### config.mk
export PLATFORM = sky130hd
export DESIGN_NAME = mem_access_ctrl
export DESIGN_NICKNAME = d
export VERILOG_FILES = /design/src/rtl/mem_access_ctrl.sv
export SDC_FILE = /design/constraint.sdc
export NUM_CORES = 1
export LEC_CHECK = 0
export ABC_CLOCK_PERIOD_IN_PS = 5220
export CORE_ASPECT_RATIO = 0.6
export CORE_UTILIZATION = 49
export DETAILED_ROUTE_END_ITERATION = 8
export PLACE_DENSITY = 0.92
export RECOVER_POWER = 100
export SKIP_LAST_GASP = 1
export SLEW_MARGIN = 20
export SYNTH_ARGS = -nofsm -noshare
export SYNTH_HDL_FRONTEND = slang
export SYNTH_SLANG_ARGS = --single-unit
### constraint.sdc
create_clock -name CLK -period 5.22 [get_ports CLK]
set_input_delay 1.305 -clock CLK [delete_from_list [all_inputs] [get_ports CLK]]
set_output_delay 1.305 -clock CLK [all_outputs]
set_load 0.03 [all_outputs]
### src/rtl/mem_access_ctrl.sv
// Memory-stage access controller: issues dcache requests for EX/MEM ops, stalls
// until dhit, holds completed results for MEM/WB and owns the LL/SC link register.
module mem_access_ctrl (
  input  logic        CLK,
  input  logic        nRST,
  input  logic        exmem_valid,
  input  logic        exmem_DRen,
  input  logic        exmem_DWen,
  input  logic        exmem_ll,
  input  logic        exmem_sc,
  input  logic [31:0] exmem_alu_out,
  input  logic [31:0] exmem_rdat2,
  input  logic        advance,
  input  logic        dhit,
  input  logic [31:0] dmemload,
  output logic        dmemREN,
  output logic        dmemWEN,
  output logic [31:0] dmemaddr,
  output logic [31:0] dmemstore,
  input  logic        snoop_inv,
  input  logic [31:0] snoop_addr,
  output logic        mem_stall,
  output logic [31:0] mem_rdata,
  output logic        sc_success,
  output logic        link_valid
);

  typedef enum logic [1:0] {IDLE, ACCESS, HOLD} state_t;

  state_t      state, state_next;
  logic [31:0] req_addr, req_data, hold_data;
  logic [31:2] link_addr;
  logic        req_rd, req_sc, req_ll;
  logic        op, snoop_hit, sc_fail, fail_now;
  logic        comp, comp_rd, comp_ll, comp_sc;
  logic [31:2] comp_addr;
  logic [31:0] comp_rdata;
  logic        load_req, load_hold;
  logic        addr_unused;

  // Link compares are word-granular, so the byte offset of a snoop is irrelevant.
  assign addr_unused = ^snoop_addr[1:0];

  assign op        = exmem_valid & (exmem_DRen | exmem_DWen);
  assign snoop_hit = snoop_inv & (snoop_addr[31:2] == link_addr);
  assign sc_fail   = exmem_sc & ~(link_valid & (link_addr == exmem_alu_out[31:2]) & ~snoop_hit);

  always_comb begin
    state_next = state;
    dmemREN    = 1'b0;
    dmemWEN    = 1'b0;
    dmemaddr   = '0;
    dmemstore  = '0;
    mem_stall  = 1'b0;
    mem_rdata  = '0;
    sc_success = 1'b0;
    comp       = 1'b0;
    comp_rd    = 1'b0;
    comp_ll    = 1'b0;
    comp_sc    = 1'b0;
    comp_addr  = exmem_alu_out[31:2];
    comp_rdata = '0;
    fail_now   = 1'b0;
    load_req   = 1'b0;
    load_hold  = 1'b0;
    case (state)
      IDLE: begin
        if (op) begin
          if (sc_fail) begin
            fail_now = 1'b1;
            if (!advance) begin
              state_next = HOLD;
              load_hold  = 1'b1;
            end
          end else begin
            dmemREN   = exmem_DRen;
            dmemWEN   = exmem_DWen;
            dmemaddr  = exmem_alu_out;
            dmemstore = exmem_rdat2;
            if (dhit) begin
              comp    = 1'b1;
              comp_rd = exmem_DRen;
              comp_ll = exmem_DRen & exmem_ll;
              comp_sc = exmem_DWen & exmem_sc;
              if (!advance) begin
                state_next = HOLD;
                load_hold  = 1'b1;
              end
            end else begin
              mem_stall  = 1'b1;
              state_next = ACCESS;
              load_req   = 1'b1;
            end
          end
        end
      end
      ACCESS: begin
        dmemREN   = req_rd;
        dmemWEN   = ~req_rd;
        dmemaddr  = req_addr;
        dmemstore = req_data;
        comp_addr = req_addr[31:2];
        if (dhit) begin
          comp    = 1'b1;
          comp_rd = req_rd;
          comp_ll = req_ll;
          comp_sc = req_sc;
          // A flushed op still finishes in the cache, but nobody waits for its result.
          if (advance || !exmem_valid) begin
            state_next = IDLE;
          end else begin
            state_next = HOLD;
            load_hold  = 1'b1;
          end
        end else begin
          mem_stall = 1'b1;
        end
      end
      HOLD: begin
        if (advance) state_next = IDLE;
      end
      default: state_next = IDLE;
    endcase
    if (comp) begin
      comp_rdata = comp_rd ? dmemload : (comp_sc ? 32'd1 : 32'd0);
      mem_rdata  = comp_rdata;
      sc_success = comp_sc;
    end
    if (state == HOLD) mem_rdata = hold_data;
    if (!nRST) begin
      dmemREN    = 1'b0;
      dmemWEN    = 1'b0;
      dmemaddr   = '0;
      dmemstore  = '0;
      mem_stall  = 1'b0;
      mem_rdata  = '0;
      sc_success = 1'b0;
    end
  end

  always_ff @(posedge CLK or negedge nRST) begin
    if (!nRST) begin
      state <= IDLE;
    end else begin
      state <= state_next;
    end
  end

  always_ff @(posedge CLK or negedge nRST) begin
    if (!nRST) begin
      req_addr   <= '0;
      req_data   <= '0;
      req_rd     <= 1'b0;
      req_ll     <= 1'b0;
      req_sc     <= 1'b0;
      hold_data  <= '0;
      link_valid <= 1'b0;
      link_addr  <= '0;
    end else begin
      if (load_req) begin
        req_addr <= exmem_alu_out;
        req_data <= exmem_rdat2;
        req_rd   <= exmem_DRen;
        req_ll   <= exmem_DRen & exmem_ll;
        req_sc   <= exmem_DWen & exmem_sc;
      end
      if (load_hold) hold_data <= comp_rdata;
      // A snoop to the word an LL is linking in the same cycle kills the new link.
      if (comp && comp_ll) begin
        link_addr  <= comp_addr;
        link_valid <= !(snoop_inv && (snoop_addr[31:2] == comp_addr));
      end else if (snoop_hit || fail_now || (comp && comp_sc) ||
                   (comp && !comp_rd && (comp_addr == link_addr))) begin
        link_valid <= 1'b0;
      end
    end
  end

endmodule
==> summary.md, run 1 <==
| Metric | Value |
|---|---|
| Run status | `finished, violations left` |
| Failing checks | `max-capacitance violations, max-slew violations, negative setup slack` |
| Diode count | `0` |
| Final core occ | `76.9%` |
| Synth top area share | `39.8%` |
| Num rows | `36` |
| Residual DRC count | `0` |
| Worst VDD drop | `0.178 mV` |
| Leading area contributor after synthesis | `dfrtp_1` |
| Wire length per cell | `24.2 um` |
| Die area | `0.0175 mm2` |
| WS Path Type | `input port to output pin` |
| Max Freq | `0.189 GHz` |
| CTS tree | `yes` |
| Gr ovfl total | `0` |
| Setup WS pre-CTS | `-0.665 ns` |
| Clock sink count | `132` |
| Cell count after synthesis | `869` |
| Power Density | `370 mW/mm2` |
| Post-route ant nets | `0` |
| Post-synth EDFFs | `0` |
| Placed insts | `1381` |
| Synthesized net count | `1007` |
| Crit share post-route | `101%` |
| Setup WS post-layout | `-0.0581 ns` |
| Filler cells | `1075` |
| Total Wirelength | `34.6 mm` |
| Hold Crit Class | `flop to flop` |
| Fin nets | `1330` |
| R2R cell count | `9` |
| Total number of yosys warnings | `0` |
| Async set or reset register ratio after synthesis | `100%` |
| Drt pass-1 iters | `6` |
| Post-cts hold buffer count | `0` |
| Setup violators final | `10` |
| Leak Pwr | `0.00553 uW` |
| Initial core utilization | `50.6%` |
| Chip width | `170 um` |
| Setup crit end kind | `output pin` |
| Critical path peak fanout | `6` |
| Worst-Margin Slew | `1.62 ns` |
| Netlist cell types | `54` |
| Buffers on Ports | `236` |
| Chip height | `103 um` |
| DR vias | `8883` |
| DRT iter0 DRCs | `1062` |
| Num CTS Buffers | `17` |
| Register area share after synthesis | `39.8%` |
| Max-Cap Viols | `1` |
| Register bit total from synthesis | `132` |
| Share of layout cells above drive strength 1 | `33.6%` |
| Core area | `0.0164 mm2` |
| Largest net degree at the start of global routing | `87` |
| I/O pin cnt | `239` |
| Reg-to-reg startpoint | `state[1]$_DFFE_PN0P_` |
| Hold_sp | `hold_data[4]$_DFFE_PN0P_` |
| Initial antenna violation count | `0` |
| Setup Skew | `0.0113 ns` |
| Synth area leaders | `dfrtp_1 40%, mux2_2 8.4%, a22o_1 7.0%, xnor2_1 5.8%, a21boi_0 5.1%` |
| Clk buf depth | `2` |
| Crit start category | `input port` |
| Mapped Area | `0.00829 mm2` |
| Syn_area_per_cell | `9.54 um2` |
| Gpl congestion | `1.03` |
| Total GRT Usage | `38.9%` |
| Global-route wire length before repair | `49.5 mm` |
| Worst Hold End | `hold_data[4]$_DFFE_PN0P_` |
| Crit path DAT | `3.97 ns` |
| Worst endpoint required time | `3.91 ns` |
| Number of H-tree levels | `4` |
| Root buf cell | `clkbuf_16` |
| RSZ-0062 raised after global routing | `true` |
| Number of global-route vias before repair | `8350` |
| Primary FF master, synth | `dfrtp_1` |
| Slew Limit Fails | `31` |
| Worst-Skew Late Latency | `0.44 ns` |
| Final period demand of the worst path | `5.28 ns` |
| R2R Path End | `link_valid$_DFFE_PN0P_` |
| Vias per inst | `6.20` |
| Clk slew on worst S/H paths | `0.06 ns` |
| Post-DP HPWL | `24.3 mm` |
| Endpoints failing hold | `0` |
| Non-Filler Instances | `1433` |
| Flop-to-flop setup slack | `1.13 ns` |
| Relative slew slack | `-7.67%` |
| P&R area growth vs syn | `52.1%` |
| Hold Path Cell Cnt | `1` |
synthesized netlist by cell type, types with 2 or more instances:
master	instances
nor3_1	3
xnor2_1	55
nand2_1	103
xor2_1	35
a21oi_1	13
nor2_1	15
dfrtp_1	132
nand2b_1	4
nor4_1	13
inv_1	39
o2111ai_1	2
o22ai_1	20
o21ai_0	44
nand4_1	22
and2_1	2
o32ai_1	2
a22o_1	66
o2bb2ai_1	3
a221o_1	2
a21o_1	2
a221oi_1	10
buf_1	8
mux2_2	62
and3_1	3
o221ai_1	3
a211oi_1	3
a22oi_1	34
a21boi_0	56
a2bb2oi_1	2
nor2b_1	33
buf_6	5
nand3_1	2
buf_2	7
clkbuf_1	44
placed cells by master, fill, tap and decap left out, types with 17 or more instances in the layout:
master and count:
o21ai_0 44, dfrtp_1 132, o22ai_1 20, nand4_1 22
xor2_1 34, buf_6 28, a22oi_1 26, a21boi_0 49
xnor2_1 38, clkbuf_16 18, mux2_2 61, clkbuf_2 17
inv_1 39, nand2_1 103, buf_4 179, nor2b_1 32
buf_12 24, a22o_1 65, clkdlybuf4s50_1 80
layout make-up:
type / count / area [um2] / area share, %
Multi-Input combinational cell: 633 / 4840 / 38.4
Timing Repair Buffer: 369 / 3450 / 27.4
Sequential cell: 132 / 3300 / 26.2
Clock buffer: 17 / 425 / 3.37
Tap cell: 228 / 285 / 2.26
Clock inverter: 15 / 163 / 1.29
Inverter: 39 / 146 / 1.16
worst max-delay path by stage:
stage / start / endpoint / slack (ns)
after floorplan: exmem_alu_out[12] / dmemaddr[30] / 0.03
after global placement: exmem_alu_out[12] / mem_rdata[0] / -0.61
after detailed placement: snoop_addr[13] / mem_rdata[0] / -0.66
after CTS: snoop_addr[8] / mem_rdata[23] / -0.02
after global routing: snoop_addr[30] / dmemstore[19] / -0.11
final: snoop_addr[30] / dmemstore[19] / -0.06
critical path: stages:
cell,delay [ns]
buf_2,0.12
xnor2_2,0.17
nand4_1,0.15
or4_4,0.55
o41ai_4,0.41
buf_4,0.20
or2_4,0.15
a21oi_4,0.09
buf_6,0.16
clkbuf_16,0.16
buf_8,0.13
a22oi_2,0.14
nor2b_1,0.07
buf_4,0.16
per-layer routing:
layer	track usage (%)	wire, um	vias to the layer above
met5	2.45	55	-
met2	55.2	14600	657
li1	-	-	3803
met4	9.70	503	2
met3	18.7	5250	60
met1	52.8	14300	4361
flip-flops by register name, indices dropped and copies added, names as in the netlist:
| signal | count |
|---|---|
| req_ll | 1 |
| state | 2 |
| req_addr | 32 |
| req_data | 32 |
| req_rd | 1 |
| link_addr | 30 |
| hold_data | 32 |
| link_valid | 1 |
| req_sc | 1 |
report_power, final:
part	switching, uW	internal, uW
clock	565	679
combinational	861	814
sequential	455	1300
logic make-up after synthesis:
kind of cell / share of synthesized area [%]
flops: 39.8
buf+inv: 5.28
xor+xnor: 9.70
simple gates: 12.4
mux: 8.54
compound gates: 24.2
timing repair:
| item | in CTS | in global routing |
|---|---|---|
| pin swaps | 39 | 51 |
| setup buffers | 15 | 7 |
| gates cloned | 4 | 1 |
| resized for setup | 147 | 83 |
| endpoints found under the setup margin | 100 | 87 |
through the flow:
| step | total power, uW | area [um2] | hold WS (ns) | TNS [ns] |
|---|---|---|---|---|
| after floorplan | 2450 | 8290 | 0.473 | 0 |
| after global placement | 3140 | 11600 | 0.488 | -34.86 |
| after detailed placement | 3190 | 11600 | 0.491 | -40.34 |
| after CTS | 4480 | 12500 | 0.510 | -0.0158 |
| after global routing | 4800 | 12600 | 0.522 | -1.17 |
| final | 4670 | 12600 | 0.512 | -0.308 |
Power figures use the tool's default switching activity.
==> inputs of run 2 (changes only) <==
Settings changed: CAP_MARGIN set to 20.
==> results of run 2 <==
The final DEF is identical to that of run 1; final timing and power are the same.
